### src/rtl/sram_arb_pkg.sv
// Shared types and constants for the two-requester SRAM port arbiter.
// Holds the controller state enum, the requester-id type and the
// statistics-counter width/saturation constants used when SRAM_ARB_STATS_EN
// is defined.
package sram_arb_pkg;

  // Controller states: normal arbitration or the full-memory clear sweep.
  typedef enum logic {
    ARB   = 1'b0,
    CLEAR = 1'b1
  } arb_state_e;

  // Identifies one of the two requesters.
  typedef logic req_id_t;

  localparam req_id_t REQ_M0 = 1'b0;
  localparam req_id_t REQ_M1 = 1'b1;

  // Statistics counters are 32 bits wide and stick at all-ones.
  localparam int unsigned STAT_W = 32;
  localparam logic [STAT_W-1:0] STAT_SAT = {STAT_W{1'b1}};

  // Saturating increment used by every statistics counter.
  function automatic logic [STAT_W-1:0] satInc(input logic [STAT_W-1:0] value,
                                               input logic en);
    logic [STAT_W-1:0] result;
    result = value;
    if (en && (value != STAT_SAT)) begin
      result = value + STAT_W'(1);
    end
    return result;
  endfunction

endpackage

### src/rtl/sram_rr_arb2.sv
// Two-way round-robin grant generator.
// A lone requester is granted directly; when both request, the one that did
// not win last time is granted. The last winner only moves when a grant is
// actually issued, and no grant is issued while 'advance' is low.
module sram_rr_arb2
  import sram_arb_pkg::*;
(
  input  logic       clk,
  input  logic       reset,
  input  logic [1:0] req,
  input  logic       advance,
  output logic [1:0] grant
);

  req_id_t lastGrant_q;
  req_id_t lastGrant_d;

  // Combinational one-hot grant and the next value of the last-winner record.
  always_comb begin
    grant       = 2'b00;
    lastGrant_d = lastGrant_q;
    if (advance) begin
      unique case (req)
        2'b01:   grant = 2'b01;
        2'b10:   grant = 2'b10;
        2'b11:   grant = (lastGrant_q == REQ_M1) ? 2'b01 : 2'b10;
        default: grant = 2'b00;
      endcase
    end
    if (grant[0]) begin
      lastGrant_d = REQ_M0;
    end else if (grant[1]) begin
      lastGrant_d = REQ_M1;
    end
  end

  // Last-winner register; resetting it to m1 lets m0 win the first tie.
  always_ff @(posedge clk) begin
    if (reset) begin
      lastGrant_q <= REQ_M1;
    end else begin
      lastGrant_q <= lastGrant_d;
    end
  end

endmodule

### src/rtl/sram_port_arbiter.sv
// Shares one single-port SRAM (1-cycle read latency) between two Avalon-MM
// requesters with round-robin arbitration at one access per cycle, and
// provides a clear sequencer that fills the whole SRAM with CLEAR_VALUE.
// Optional feature macro: SRAM_ARB_STATS_EN adds saturating grant and
// conflict counters as extra outputs.
module sram_port_arbiter
  import sram_arb_pkg::*;
#(
  parameter int                ADDR_W      = 10,
  parameter int                DATA_W      = 32,
  parameter int                BE_W        = DATA_W / 8,
  parameter int                DEPTH       = 1024,
  parameter logic [DATA_W-1:0] CLEAR_VALUE = '0
) (
  input  logic              clk,
  input  logic              reset,

  input  logic [ADDR_W-1:0] m0_address,
  input  logic [BE_W-1:0]   m0_byteenable,
  input  logic              m0_read,
  input  logic              m0_write,
  input  logic [DATA_W-1:0] m0_writedata,
  output logic              m0_waitrequest,
  output logic [DATA_W-1:0] m0_readdata,
  output logic              m0_readdatavalid,

  input  logic [ADDR_W-1:0] m1_address,
  input  logic [BE_W-1:0]   m1_byteenable,
  input  logic              m1_read,
  input  logic              m1_write,
  input  logic [DATA_W-1:0] m1_writedata,
  output logic              m1_waitrequest,
  output logic [DATA_W-1:0] m1_readdata,
  output logic              m1_readdatavalid,

  output logic [ADDR_W-1:0] sram_address,
  output logic [BE_W-1:0]   sram_byteenable,
  output logic              sram_chipselect,
  output logic              sram_write,
  output logic [DATA_W-1:0] sram_writedata,
  output logic              sram_clken,
  input  logic [DATA_W-1:0] sram_readdata,

  input  logic              clear_start,
  output logic              clear_busy,
  output logic              clear_done
`ifdef SRAM_ARB_STATS_EN
  ,
  output logic [STAT_W-1:0] m0_grant_count,
  output logic [STAT_W-1:0] m1_grant_count,
  output logic [STAT_W-1:0] conflict_count
`endif
);

  // One extra counter bit lets DEPTH == 2**ADDR_W finish without wrapping.
  localparam int CNT_W = ADDR_W + 1;
  localparam logic [CNT_W-1:0] LAST_CNT = CNT_W'(DEPTH - 1);

  arb_state_e       state_q;
  arb_state_e       state_d;
  logic [CNT_W-1:0] clearCnt_q;
  logic [CNT_W-1:0] clearCnt_d;
  logic             clearDone_q;
  logic             clearDone_d;
  logic             rdValid_q;
  logic             rdValid_d;
  req_id_t          rdOwner_q;
  req_id_t          rdOwner_d;

  logic [1:0] req;
  logic [1:0] grant;
  logic       advance;
  logic       anyGrant;
  req_id_t    gntId;
  logic       selWrite;
  logic       selRead;

  // A write strobe wins over a simultaneous read strobe on the same requester.
  assign req[0]   = m0_read | m0_write;
  assign req[1]   = m1_read | m1_write;
  assign advance  = (state_q == ARB) & ~clear_start & ~reset;
  assign anyGrant = |grant;
  assign gntId    = grant[1] ? REQ_M1 : REQ_M0;
  assign selWrite = (gntId == REQ_M1) ? m1_write : m0_write;
  assign selRead  = anyGrant & ~selWrite;

  sram_rr_arb2 u_rr_arb (
    .clk     (clk),
    .reset   (reset),
    .req     (req),
    .advance (advance),
    .grant   (grant)
  );

  // Next-state logic for the arbitrate/clear controller and the clear counter.
  always_comb begin
    state_d     = state_q;
    clearCnt_d  = clearCnt_q;
    clearDone_d = 1'b0;
    unique case (state_q)
      ARB: begin
        if (clear_start) begin
          state_d    = CLEAR;
          clearCnt_d = '0;
        end
      end
      CLEAR: begin
        if (clearCnt_q == LAST_CNT) begin
          state_d     = ARB;
          clearCnt_d  = '0;
          clearDone_d = 1'b1;
        end else begin
          clearCnt_d = clearCnt_q + CNT_W'(1);
        end
      end
      default: state_d = ARB;
    endcase
  end

  // SRAM port drive: the granted requester in ARB, the fill word in CLEAR,
  // and nothing at all while reset is held so an aborted clear stops at once.
  always_comb begin
    sram_address    = '0;
    sram_byteenable = '0;
    sram_chipselect = 1'b0;
    sram_write      = 1'b0;
    sram_writedata  = '0;
    if (!reset) begin
      unique case (state_q)
        ARB: begin
          if (anyGrant) begin
            sram_chipselect = 1'b1;
            sram_write      = selWrite;
            if (gntId == REQ_M1) begin
              sram_address    = m1_address;
              sram_byteenable = m1_byteenable;
              sram_writedata  = m1_writedata;
            end else begin
              sram_address    = m0_address;
              sram_byteenable = m0_byteenable;
              sram_writedata  = m0_writedata;
            end
          end
        end
        CLEAR: begin
          sram_chipselect = 1'b1;
          sram_write      = 1'b1;
          sram_address    = clearCnt_q[ADDR_W-1:0];
          sram_byteenable = '1;
          sram_writedata  = CLEAR_VALUE;
        end
        default: begin
          sram_chipselect = 1'b0;
        end
      endcase
    end
  end

  // Read-return tracking: a granted read produces valid data next cycle,
  // tagged with the requester that issued it.
  always_comb begin
    rdValid_d = selRead;
    rdOwner_d = rdOwner_q;
    if (selRead) begin
      rdOwner_d = gntId;
    end
  end

  // Controller, clear counter and read-return registers.
  always_ff @(posedge clk) begin
    if (reset) begin
      state_q     <= ARB;
      clearCnt_q  <= '0;
      clearDone_q <= 1'b0;
      rdValid_q   <= 1'b0;
      rdOwner_q   <= REQ_M0;
    end else begin
      state_q     <= state_d;
      clearCnt_q  <= clearCnt_d;
      clearDone_q <= clearDone_d;
      rdValid_q   <= rdValid_d;
      rdOwner_q   <= rdOwner_d;
    end
  end

  assign sram_clken       = 1'b1;
  assign m0_waitrequest   = req[0] & ~grant[0];
  assign m1_waitrequest   = req[1] & ~grant[1];
  assign m0_readdata      = sram_readdata;
  assign m1_readdata      = sram_readdata;
  assign m0_readdatavalid = rdValid_q & (rdOwner_q == REQ_M0);
  assign m1_readdatavalid = rdValid_q & (rdOwner_q == REQ_M1);
  assign clear_busy       = (state_q == CLEAR);
  assign clear_done       = clearDone_q;

`ifdef SRAM_ARB_STATS_EN
  logic [STAT_W-1:0] m0Count_q;
  logic [STAT_W-1:0] m1Count_q;
  logic [STAT_W-1:0] conflictCount_q;
  logic              conflict;

  // A conflict is any arbitration-state cycle in which both requesters ask.
  assign conflict = (state_q == ARB) & req[0] & req[1] & ~reset;

  // Saturating statistics; grants and conflicts never occur in CLEAR, so
  // the counters hold still for the whole sweep.
  always_ff @(posedge clk) begin
    if (reset) begin
      m0Count_q       <= '0;
      m1Count_q       <= '0;
      conflictCount_q <= '0;
    end else begin
      m0Count_q       <= satInc(m0Count_q, grant[0]);
      m1Count_q       <= satInc(m1Count_q, grant[1]);
      conflictCount_q <= satInc(conflictCount_q, conflict);
    end
  end

  assign m0_grant_count = m0Count_q;
  assign m1_grant_count = m1Count_q;
  assign conflict_count = conflictCount_q;
`endif

endmodule

### config.mk
export PLATFORM = sky130hd
export DESIGN_NAME = sram_port_arbiter
export DESIGN_NICKNAME = d
export VERILOG_FILES = /design/src/rtl/sram_arb_pkg.sv /design/src/rtl/sram_rr_arb2.sv /design/src/rtl/sram_port_arbiter.sv
export SDC_FILE = /design/constraint.sdc
export NUM_CORES = 1
export LEC_CHECK = 0
export ABC_AREA = 1
export ABC_CLOCK_PERIOD_IN_PS = 2250
export BUFFER_PORTS_ARGS = -buffer_cell sky130_fd_sc_hd__buf_2
export CAP_MARGIN = 40
export CORE_AREA = 2 2 98 100
export DETAILED_ROUTE_END_ITERATION = 12
export DIE_AREA = 0 0 100 102
export GPL_TIMING_DRIVEN = 0
export PLACE_DENSITY = 0.62
export SYNTH_ARGS = -nofsm -noshare
export SYNTH_HDL_FRONTEND = slang
export SYNTH_HIERARCHICAL = 1
export SYNTH_SLANG_ARGS = --single-unit
### constraint.sdc
create_clock -name clk -period 2.25 [get_ports clk]
set_input_delay 0.45 -clock clk [delete_from_list [all_inputs] [get_ports clk]]
set_output_delay 0.45 -clock clk [all_outputs]
set_load 0.02 [all_outputs]
==> flow_summary.ini <==
[route]
routedWlPerCell_um = 13.03
drtIter0Drc = 63
ant_nets = 0
drc = 0
vias = 3125
drt-total-wl_um = 9352
drt_first_pass_iters = 5
via_per_inst = 4.352

[power]
p_clk_share_pct = 20.8
pwr-share-seq_pct = 22.7
ir_drop_mv = 0.1848
power.internal_uw = 792.2
swShare_pct = 38.90
combPwrFrac_pct = 56.5
power.net_switching_uw = 504.3
p_leak_uw = 0.002229
power_density_mw_per_mm2 = 287.4

[setup_path]
cpLargestDelayFamily = buffers and inverters
cp_max_fo = 5
ff2ff_path_depth = 14
slowest_stage = dfxtp_4
reg2reg_slack_ns = 0.63
timing.rr.end = rdOwner_q
path_cells = nor2_4, nand2_2, inv_4, nand2_1, inv_1, nand2_2, inv_2, buf_6, inv_8, nand2_4, nand3_4, buf_12, clkbuf_16, a21oi_4, buf_6
required_ns = 1.80
cpPeakStageDelay_ns = 0.36
crit_type = flip-flop to primary output
rr_startpoint = clear_busy
crit_path_end_kind = primary output
start_kind = flip-flop
path_buf_inv = 8
crit_arrival_ns = 1.96

[final_layout]
final_common_cell = buf_2
utilization_pct = 49.52
antenna_cells = 0
layout-drive-gt1-share_pct = 66.72
syn_to_final_growth_pct = 113.8
nets = 740
mostFrequentLayoutCells = buf_2 (169), nand2_1 (114), buf_4 (95)
fin_area_sq_mm = 0.004511
instances_no_fill = 718

[min_path]
whs_endpoint = clear_busy
min_path_cells = 2
hp-class = primary input to flip-flop
hold_path_startpoint = reset

[synthesis]
synthMuxAreaShare_pct = 1.423
synth_compound_area_share_pct = 19.63
ys_seq_area_share_pct = 15.18
netlist_area_sq_mm = 0.002110
yosys.area_share.simple_pct = 30.49
synth_nets = 496
ys_ff_latch = 16
synth_area_leaders = buf_4 (24%), nand2_1 (22%), dfxtp_1 (15%), a21oi_1 (13%), inv_1 (3.7%)
yosysTopAreaCell = buf_4
synth.avg_cell_area_sq_um = 5.795
synth_top_family_by_area = buffers and inverters
yosysWarnings = 6
synthesis.instances = 364
synth_top_area_share_pct = 24.20
synthAdderAreaFrac_pct = 0.5931
synthDistinctLibCells = 28
synthXorXnorAreaFrac_pct = 0.8304

[run_status]
status = complete, but fails checks
violations = negative setup slack

[place]
portBuffers = 216
place_area_sq_mm = 0.003740
place_hpwl_um = 7532
placed_cells = 691
gp_congestion = 0.8986

[global_route]
grt_pass1_wl_um = 13710
gr-total-overflow = 0
antenna_found_initial = 0
gr-usage-all-layers_pct = 16.56
grt_pass1_vias = 2823
grt_max_degree = 11

[job]
maxCapViolations = 0

[timing]
fin_ws_ns = -0.1591
setup_viol = 42
slew_violations = 0
max_clock_freq_mhz = 415.1
fin_crit_sh_pct = 107.1
hold_violations = 0
rsz0062_at_grt = yes
finClkSkew_ns = 0.001697
period_needed_ns = 2.409

[floorplan]
fp.dieW_um = 100
core_area_sq_mm = 0.009109
ios = 250
rows = 35
start_util_pct = 23.16
die-area_sq_mm = 0.01020
die_y_um = 102

[clocking]
clk_pin_slew_ns = 0.07
clk_path_buf_depth = 2
root_buffer = clkbuf_8
worstSkewPairLatency_ns = 0.26
clock_sinks = 16
numCtsBuffers = 3
cts_tree = yes
h-tree-depth = 1
==> per-stage QoR <==
| step | worst slack (ns) | power (uW) | hold slack, ns | setup TNS (ns) |
|---|---|---|---|---|
| floorplan | -0.1144 | 703.5 | 0.4456 | -2.236 |
| global placement | -0.7048 | 909.7 | 0.4638 | -26.78 |
| detailed placement | -0.7100 | 917.2 | 0.4713 | -28.78 |
| CTS | -0.1463 | 1262 | 0.4308 | -4.630 |
| global route | -0.2405 | 1363 | 0.4191 | -8.524 |
| finish | -0.1591 | 1297 | 0.3996 | -4.599 |
==> worst max-delay path by stage <==
stage / from / to / slack, ns / cells past startpoint
5_1_grt: clear_busy / sram_writedata[8] / -0.24 / 15
2_1_floorplan: reset / sram_byteenable[2] / -0.11 / 12
6_report: clear_busy / sram_writedata[5] / -0.16 / 15
3_5_place_dp: reset / sram_byteenable[2] / -0.71 / 12
3_3_place_gp: reset / sram_byteenable[2] / -0.70 / 12
4_1_cts: clear_busy / sram_writedata[2] / -0.15 / 15
==> power by group through the flow <==
stage | sequential, uW | clock (uW) | combinational (uW)
floorplan | 303 | 0 | 401
global placement | 302 | 0 | 608
detailed placement | 302 | 0 | 615
CTS | 294 | 272 | 696
global route | 295 | 282 | 786
finish | 295 | 269 | 732
==> cells in the mapped netlist <==
library cell	count
o22ai_1	2
nand2_2	3
o21bai_1	2
nand2_1	124
or2_2	1
clkbuf_1	3
buf_2	10
nor2_2	1
o21ai_0	9
ha_1	1
nor2_1	12
inv_2	3
inv_1	21
xor2_1	1
a31oi_1	3
a21oi_1	56
inv_4	1
nor3_1	1
nor2_4	1
a22oi_1	1
conb_1	1
nand3_2	5
buf_4	68
dfxtp_1	16
nand3_1	7
o21ai_1	7
xnor2_1	1
mux2i_1	3
==> what timing repair did <==
action | in CTS | in global routing
pin swaps | 3 | 5
endpoints found under the hold margin | 0 | 0
gates resized for setup | 93 | 58
setup endpoints to repair | 49 | 49
hold buffers | 0 | 0
gates cloned | 2 | 1
buffers inserted | 18 | 4
==> kinds of logic after synthesis <==
group	count (synthesis)
and+or+nand+nor	155
buffers and inverters	106
AOI/OAI and AO/OA	80
DFF	16
muxes	3
xor gates and xnor gates	2
adders and majority gates	1
other	1
==> final cells by class <==
cell class                      count  area [sq um]
Fill cell                         912          4598
Inverter                           25         106.4
Tap cell                          111         138.9
Sequential cell                    16         324.1
Timing Repair Buffer              240          1609
Buffer                             80         671.9
Clock buffer                        4         55.05
Multi-Input combinational cell    242          1605
==> sequential cells by signal (all words and copies together) (netlist names) <==
name / flops
clearCnt_q: 11
clear_busy: 1
clear_done: 1
rdOwner_q: 1
rdValid_q: 1
u_rr_arb/lastGrant_q: 1
==> metal layers <==
layer	up-vias	share of wire, %	track usage, %	wire, um
li1	1578	-	-	-
met1	1403	38	20.38	3590
met2	133	54	31.08	5020
met3	11	6.5	1.710	607
met4	0	1.4	3.899	134
met5	-	0	0	0
Power figures use the tool's default switching activity.
